===== config.mk =====
export PLATFORM = sky130hd
export DESIGN_NAME = three_bit_seq_multiplier
export DESIGN_NICKNAME = d
export VERILOG_FILES = /design/src/rtl/three_bit_seq_multiplier_pkg.sv /design/src/rtl/three_bit_seq_multiplier_adder.sv /design/src/rtl/three_bit_seq_multiplier.sv
export SDC_FILE = /design/constraint.sdc
export NUM_CORES = 1
export LEC_CHECK = 0
export BUFFER_PORTS_ARGS = -buffer_cell sky130_fd_sc_hd__buf_2
export CAP_MARGIN = 20
export CORE_MARGIN = 4
export CORE_UTILIZATION = 51
export DETAILED_ROUTE_END_ITERATION = 8
export PLACE_DENSITY = 0.73
export SYNTH_ARGS = -nofsm -noshare
export SYNTH_HDL_FRONTEND = slang
export SYNTH_SLANG_ARGS = --single-unit

===== constraint.sdc =====
create_clock -name clk -period 1.95 [get_ports clk]
set_input_delay 0.195 -clock clk [delete_from_list [all_inputs] [get_ports clk]]
set_output_delay 0.195 -clock clk [all_outputs]
set_load 0.05 [all_outputs]

===== src/rtl/three_bit_seq_multiplier_pkg.sv =====
// Shared constants and state encoding for the 3-bit shift-add multiplier.
package three_bit_seq_multiplier_pkg;

  // Operand width the adder instance is built for.
  localparam int WIDTH_DEF = 3;

  // Iteration counter width.
  localparam int CNT_W_DEF = 2;

  // Product width.
  localparam int PW = 2 * WIDTH_DEF;

  // Controller states.
  typedef enum logic [1:0] {
    IDLE = 2'b00,
    RUN  = 2'b01,
    DONE = 2'b10
  } state_e;

endpackage : three_bit_seq_multiplier_pkg


===== src/rtl/three_bit_seq_multiplier_adder.sv =====
// 3-bit ripple-carry adder used as the multiplier's only arithmetic element.
module three_bit_adder (
  input  logic [2:0] x,
  input  logic [2:0] y,
  input  logic       cin,
  output logic [2:0] sum,
  output logic       cout
);

  logic [3:0] carry;

  // Ripple the carry through one full adder per bit.
  always_comb begin
    carry    = '0;
    sum      = '0;
    carry[0] = cin;
    for (int i = 0; i < 3; i++) begin
      sum[i]       = x[i] ^ y[i] ^ carry[i];
      carry[i + 1] = (x[i] & y[i]) | (x[i] & carry[i]) | (y[i] & carry[i]);
    end
    cout = carry[3];
  end

endmodule : three_bit_adder


===== src/rtl/three_bit_seq_multiplier.sv =====
// Sequential shift-add multiplier: one product per 4-cycle transaction
// with a start/busy/done handshake.
module three_bit_seq_multiplier
  import three_bit_seq_multiplier_pkg::*;
#(
  parameter int WIDTH = WIDTH_DEF,
  parameter int CNT_W = CNT_W_DEF
) (
  input  logic             clk,
  input  logic             rst_n,
  input  logic             start,
  input  logic [WIDTH-1:0] a,
  input  logic [WIDTH-1:0] b,
  output logic             busy,
  output logic             done,
  output logic [PW-1:0]    product
);

  // The adder instance is hard-wired to 3 bits, so reject anything else.
  if (WIDTH != 3) begin : g_bad_width
    $error("three_bit_seq_multiplier: WIDTH must be 3");
  end
  if ((2 ** CNT_W) < WIDTH) begin : g_bad_cnt_w
    $error("three_bit_seq_multiplier: CNT_W too narrow for WIDTH");
  end

  state_e             state_q, state_d;
  logic [WIDTH-1:0]   m_q, m_d;
  logic [WIDTH-1:0]   p_hi_q, p_hi_d;
  logic [WIDTH-1:0]   p_lo_q, p_lo_d;
  logic [CNT_W-1:0]   cnt_q, cnt_d;
  logic [PW-1:0]      product_q, product_d;

  logic [WIDTH-1:0]   add_y;
  logic [WIDTH-1:0]   add_sum;
  logic               add_cout;
  logic [WIDTH-1:0]   shift_hi;
  logic [WIDTH-1:0]   shift_lo;

  // Multiplicand gated by the current multiplier bit; a zero bit adds nothing.
  assign add_y = m_q & {WIDTH{p_lo_q[0]}};

  three_bit_adder u_adder (
    .x    (p_hi_q),
    .y    (add_y),
    .cin  (1'b0),
    .sum  (add_sum),
    .cout (add_cout)
  );

  // {cout, sum, P_lo} shifted right by one; the carry becomes the new top bit.
  assign shift_hi = {add_cout, add_sum[WIDTH-1:1]};
  assign shift_lo = {add_sum[0], p_lo_q[WIDTH-1:1]};

  // Next-state, datapath and handshake decode.
  always_comb begin
    state_d   = state_q;
    m_d       = m_q;
    p_hi_d    = p_hi_q;
    p_lo_d    = p_lo_q;
    cnt_d     = cnt_q;
    product_d = product_q;
    unique case (state_q)
      IDLE, DONE: begin
        state_d = IDLE;
        if (start) begin
          m_d     = a;
          p_lo_d  = b;
          p_hi_d  = '0;
          cnt_d   = '0;
          state_d = RUN;
        end
      end
      RUN: begin
        p_hi_d = shift_hi;
        p_lo_d = shift_lo;
        cnt_d  = cnt_q + CNT_W'(1);
        if (cnt_q == CNT_W'(WIDTH - 1)) begin
          product_d = {shift_hi, shift_lo};
          state_d   = DONE;
        end
      end
      default: state_d = IDLE;
    endcase
  end

  // State and datapath registers with synchronous active-low reset.
  always_ff @(posedge clk) begin
    if (!rst_n) begin
      state_q   <= IDLE;
      m_q       <= '0;
      p_hi_q    <= '0;
      p_lo_q    <= '0;
      cnt_q     <= '0;
      product_q <= '0;
    end else begin
      state_q   <= state_d;
      m_q       <= m_d;
      p_hi_q    <= p_hi_d;
      p_lo_q    <= p_lo_d;
      cnt_q     <= cnt_d;
      product_q <= product_d;
    end
  end

  assign busy    = (state_q == RUN);
  assign done    = (state_q == DONE);
  assign product = product_q;

endmodule : three_bit_seq_multiplier


# After elaboration in Yosys (flattened, before gate mapping)
# Cells that the tools add are included.
# op_classes
add_sub_neg	1
eq_ne	5
n_mux	9
bitwise_logic	17
n_reduce_logical	6
# ops
cell	n
3-bit case mux with 2 select lines	2
2-bit case mux with 2 select lines	2
1-bit AND	7
3-bit two-way mux	2
2-bit AND reduction	3
1-bit bitwise XOR	5
2-bit equality test (second input constant)	2
2-bit two-way mux	2
1-bit OR	4
3-bit AND	1
2-bit by 1-bit adder with 2-bit output (second input constant)	1
2-bit by 1-bit equality test with 1-bit output (second input constant)	1
2-bit logical NOT	1
2-bit by 1-bit != test with 1-bit output (second input constant)	1
2-bit != test (second input constant)	1
2-bit nonzero test	1
2-bit OR reduction	1
1-bit two-way mux	1
# totals
regBits	19
inputBits	9
output_inout_bits	8
elab_cells	44

# Longest topological paths before layout
# logic_depth
depth_word	9
depth_mapped	8
ltp_nobuf	8

# Modules after synthesis
# Synthesis repeated with hierarchy kept, for this count alone.
# hier_totals
cells_unflattened	99
hier_area_um2	897.1
# modules_own_cells
module	instances	cells_per_inst	area_per_inst_um2	seq_area_each_um2
three_bit_seq_multiplier	1	86	799.5	380.4
three_bit_adder	1	13	97.6	0.0

# Worst setup path before layout
# Ideal clock, no wire load.
# synth_timing
path_kind	register to register
start	register p_lo_q[0]
end	register product_q[4] (netlist: product[4])
setup_time_ns	0.120
arrival_time_ns	1.558
required_time_ns	1.830
path_slack_ns	0.273
stages_incl_launch_ff	9
n_path_buf	0
cell_sequence	dfxtp_1 -> and2_1 -> ha_1 -> inv_1 -> fa_1 -> inv_1 -> fa_1 -> nand3_1 -> a21oi_1
# synth_via
elab_chain_cells	6
word_cells_on_any_way	9
# synth_lines
item	line	rtl
start: declaration	three_bit_seq_multiplier.sv:30	logic [WIDTH-1:0] p_lo_q, p_lo_d;
start signal: assignment	three_bit_seq_multiplier.sv:100	p_lo_q <= p_lo_d;
3-bit AND *	three_bit_seq_multiplier.sv:41	assign add_y = m_q & {WIDTH{p_lo_q[0]}};
1-bit AND (2 in series)	three_bit_seq_multiplier_adder.sv:19	carry[i + 1] = (x[i] & y[i]) | (x[i] & carry[i]) | (y[i] & carry[i]);
1-bit OR (2 in series)	three_bit_seq_multiplier_adder.sv:19	
1-bit bitwise XOR *	three_bit_seq_multiplier_adder.sv:18	sum[i] = x[i] ^ y[i] ^ carry[i];
via add_sum[2]	three_bit_seq_multiplier.sv:35	logic [WIDTH-1:0] add_sum;
end signal: assignment	three_bit_seq_multiplier.sv:102	product_q <= product_d;
end: declaration	three_bit_seq_multiplier.sv:32	logic [PW-1:0] product_q, product_d;
# Mark *: on every way through the listed nets, which the timed path passes. The rest lies on a longest branch.
# A chain may end at the register's enable or synchronous reset.

# Worst setup path in the final report
# Ends and elaborated chain as after synthesis.

==> results by group <==
Outcome
  – Status: finished clean

Timing
  – Final Hold Vio Count: 0
  – Final worst slack: 0.159 ns
  – TNS Setup: 0 ns
  – Measured slew at the worst slew-check pin: 0.487 ns
  – Fin. max-slew vios: 0
  – Final Skew: 0.00307 ns
  – F_max: 0.558 GHz
  – Max-slew headroom: 0.675
  – RSZ-0062 raised after global routing: false
  – Hold WS: 0.130 ns
  – Crit path time final: 1.79 ns
  – Setup violators final: 0
  – Tcrit/Tclk final: 0.919

Die
  – Die W: 48.8 µm
  – Die area: 2380 µm²
  – Die Y: 48.8 µm
  – Core area: 1540 µm²
  – Starting Density: 0.550
  – I/O pin total: 17
  – Site Rows: 14

Logic synthesis
  – Distinct cells, synth: 22
  – Synth Area per Inst: 9.32 µm²
  – Sequential area share after synthesis: 0.448
  – Simple-gate portion of the synthesized area: 0.196
  – Compound-Gate Fraction of Synth Area: 0.127
  – Cell area after synthesis: 848 µm²
  – Yosys reg bits: 19
  – Adder-cell share of the synthesized area: 0.0767
  – Syn Nets: 104
  – Post-Synthesis Cells: 91
  – Ys Warns: 0
  – Main combinational cell family by area after synthesis: simple AND/OR/NAND/NOR gates
  – Synth Area in XOR/XNOR: 0
  – Multiplexer area fraction after synthesis: 0.0708

Critical path
  – Worst reg2reg endpoint: product[4]
  – Origin of the critical flop-to-flop path: p_lo_q[0]
  – Crit-path max FO: 4
  – Crit path DAT: 1.96 ns
  – Startpoint Class: flip-flop
  – CP Capture Type: flip-flop
  – Critical Path End: product[4]
  – R2R setup slack: 0.16 ns
  – Setup Crit Path Kind: reg -> reg
  – Worst Setup SP: p_lo_q[0]
  – FF-to-FF path depth: 8
  – Critical path required time: 2.12 ns

Global routing
  – Gr usage total: 0.145
  – First-pass GRT wire length: 2.68 mm
  – Vias in the first global route: 619
  – Pin count of the biggest net entering global routing: 17
  – Initial antenna violation count: 0
  – Total grt overflow: 0

Clock tree
  – Worst skew pair latency: 0.29 ns
  – Setup repair bufs after CTS: 0
  – CTS tree: done
  – CTS Root Cell: clkbuf_4
  – H-tree lvl count: 1
  – Post-CTS sizing: 0
  – CTS Buffer Depth: 2
  – Hold_buf cts: 0
  – Num CTS Buffers: 3
  – CTS Sinks: 19
  – CTS clk-pin slew, worst paths: 0.10 ns

Pwr
  – Sequential power share: 0.600
  – PwrDens: 744 nW/µm²
  – Clock network power share: 0.277
  – Comb pwr share: 0.124
  – Switch share: 0.253
  – P_int: 0.515 mW
  – Psw: 0.175 mW
  – Maximum vdd drop: 395 µV
  – Leakage power: 0.408 nW
  – Pwr Total: 0.690 mW

Finish
  – Area delta synth->final: 9.44%
  – Ant. Diodes: 0
  – # fillers: 143
  – Register area: 380 µm²
  – Fin nets: 120
  – Area occupied by multi-input gates: 399 µm²
  – Layout cells sized above 1: 0.226

Drt
  – Drt first pass iters: 4
  – Wire per inst: 12.1 µm
  – # DRC: 0
  – DR vias: 640
  – Drt total wl: 1.48 mm
  – Vias/cell: 5.25
  – Antenna Violating Nets Remaining: 0
  – Iter 0 DRT Violations: 19

Place
  – Hpwl dp: 1.08 mm
  – RePlAce Congestion: 0.820
  – Port bufs: 16
  – Pre-CTS WS: 0.170 ns

Job
  – Max cap viols: 0

Worst hold path
  – Hold crit path type: in -> reg
## critical path, stage by stage, from the launching register on
cell and delay, ns:
dfxtp_1 0.37, and2_1 0.14, ha_1 0.13, inv_1 0.04, fa_1 0.34, inv_1 0.07
fa_1 0.43, nand3_1 0.08, a21oi_1 0.06
## area by class of cell
| cell class | instances | area share |
|---|---|---|
| Multi-Input combinational cell | 61 | 0.430 |
| Sequential cell | 19 | 0.410 |
| Timing Repair Buffer | 16 | 0.0863 |
| Clock buffer | 4 | 0.0283 |
| Inverter | 6 | 0.0243 |
| Tap cell | 16 | 0.0216 |
## power groups by stage
stage	Sequential [mW]	Combinational, mW	Clock (mW)
after global placement	0.422	0.0847	0
after CTS	0.414	0.0863	0.202
after global routing	0.417	0.0956	0.229
after floorplan	0.421	0.0758	0
after detailed placement	0.423	0.0862	0
final	0.414	0.0855	0.191
## synth_stat cells (all sizes together)
master  number  area [µm²]
a311oi       1        15.0
fa           2        40.0
o21ai        3        15.0
a21oi       14        70.1
and2         2        12.5
nor2         5        18.8
mux2i        6        60.1
inv          6        22.5
and2b        1        8.76
nand3       10        50.1
nand2        9        33.8
nand3b       1        7.51
ha           2        25.0
dfxtp       19         380
buf          5        46.3
o21a         1        7.51
nand2b       4        35.0
## metal layers
| layer | share of wire | track usage |
|---|---|---|
| met1 | 0.47 | 0.176 |
| met2 | 0.45 | 0.213 |
| met4 | 0.029 | 0.108 |
| met5 | 0 | 0 |
| met3 | 0.045 | 0.0428 |
## kinds of logic after synthesis
group,Yosys count
buffers and inverters,11
AOI/OAI and AO/OA,19
muxes,6
and+or+nand+nor,32
DFF,19
adders and majority gates,4
## cell usage in the layout, fill, tap and decap left out
master    Yosys  routed
dfxtp_1      19      19
buf_2         3      16
a21oi_1      14      14
nand3_1      10      10
nand2_1       9       9
mux2i_1       6       6
inv_1         5       5
nor2_1        5       5
o21ai_0       3       3
clkbuf_4      0       3
and2_1        2       2
nand2b_1      2       2
fa_1          2       2
ha_1          2       2
nand2b_2      1       1
inv_2         1       1
and2b_2       1       1
nand3b_1      1       1
nand2b_4      1       1
a311oi_2      1       1
o21a_1        1       1
clkbuf_1      0       1
## worst min path at each step
stage / startpoint / to / cells after the start
floorplan: rst_n / p_lo_q[0] / 2
global placement: a[2] / m_q[2] / 3
detailed placement: a[1] / m_q[1] / 3
CTS: a[0] / m_q[0] / 3
global route: a[1] / m_q[1] / 3
finish: a[2] / m_q[2] / 3
## sequential cells by signal, indices dropped and copies added (netlist names)
name	flops
product	6
m_q	3
p_hi_q	3
p_lo_q	3
cnt_q	2
state_q	2
## stage by stage
stage,utilization,cells,area [µm²]
floorplan,-,91,848
global placement,0.585,118,902
finish,0.602,122,928
detailed placement,0.585,118,902
CTS,0.602,122,928
global route,0.602,122,928
(Power assumes the default switching activity.)
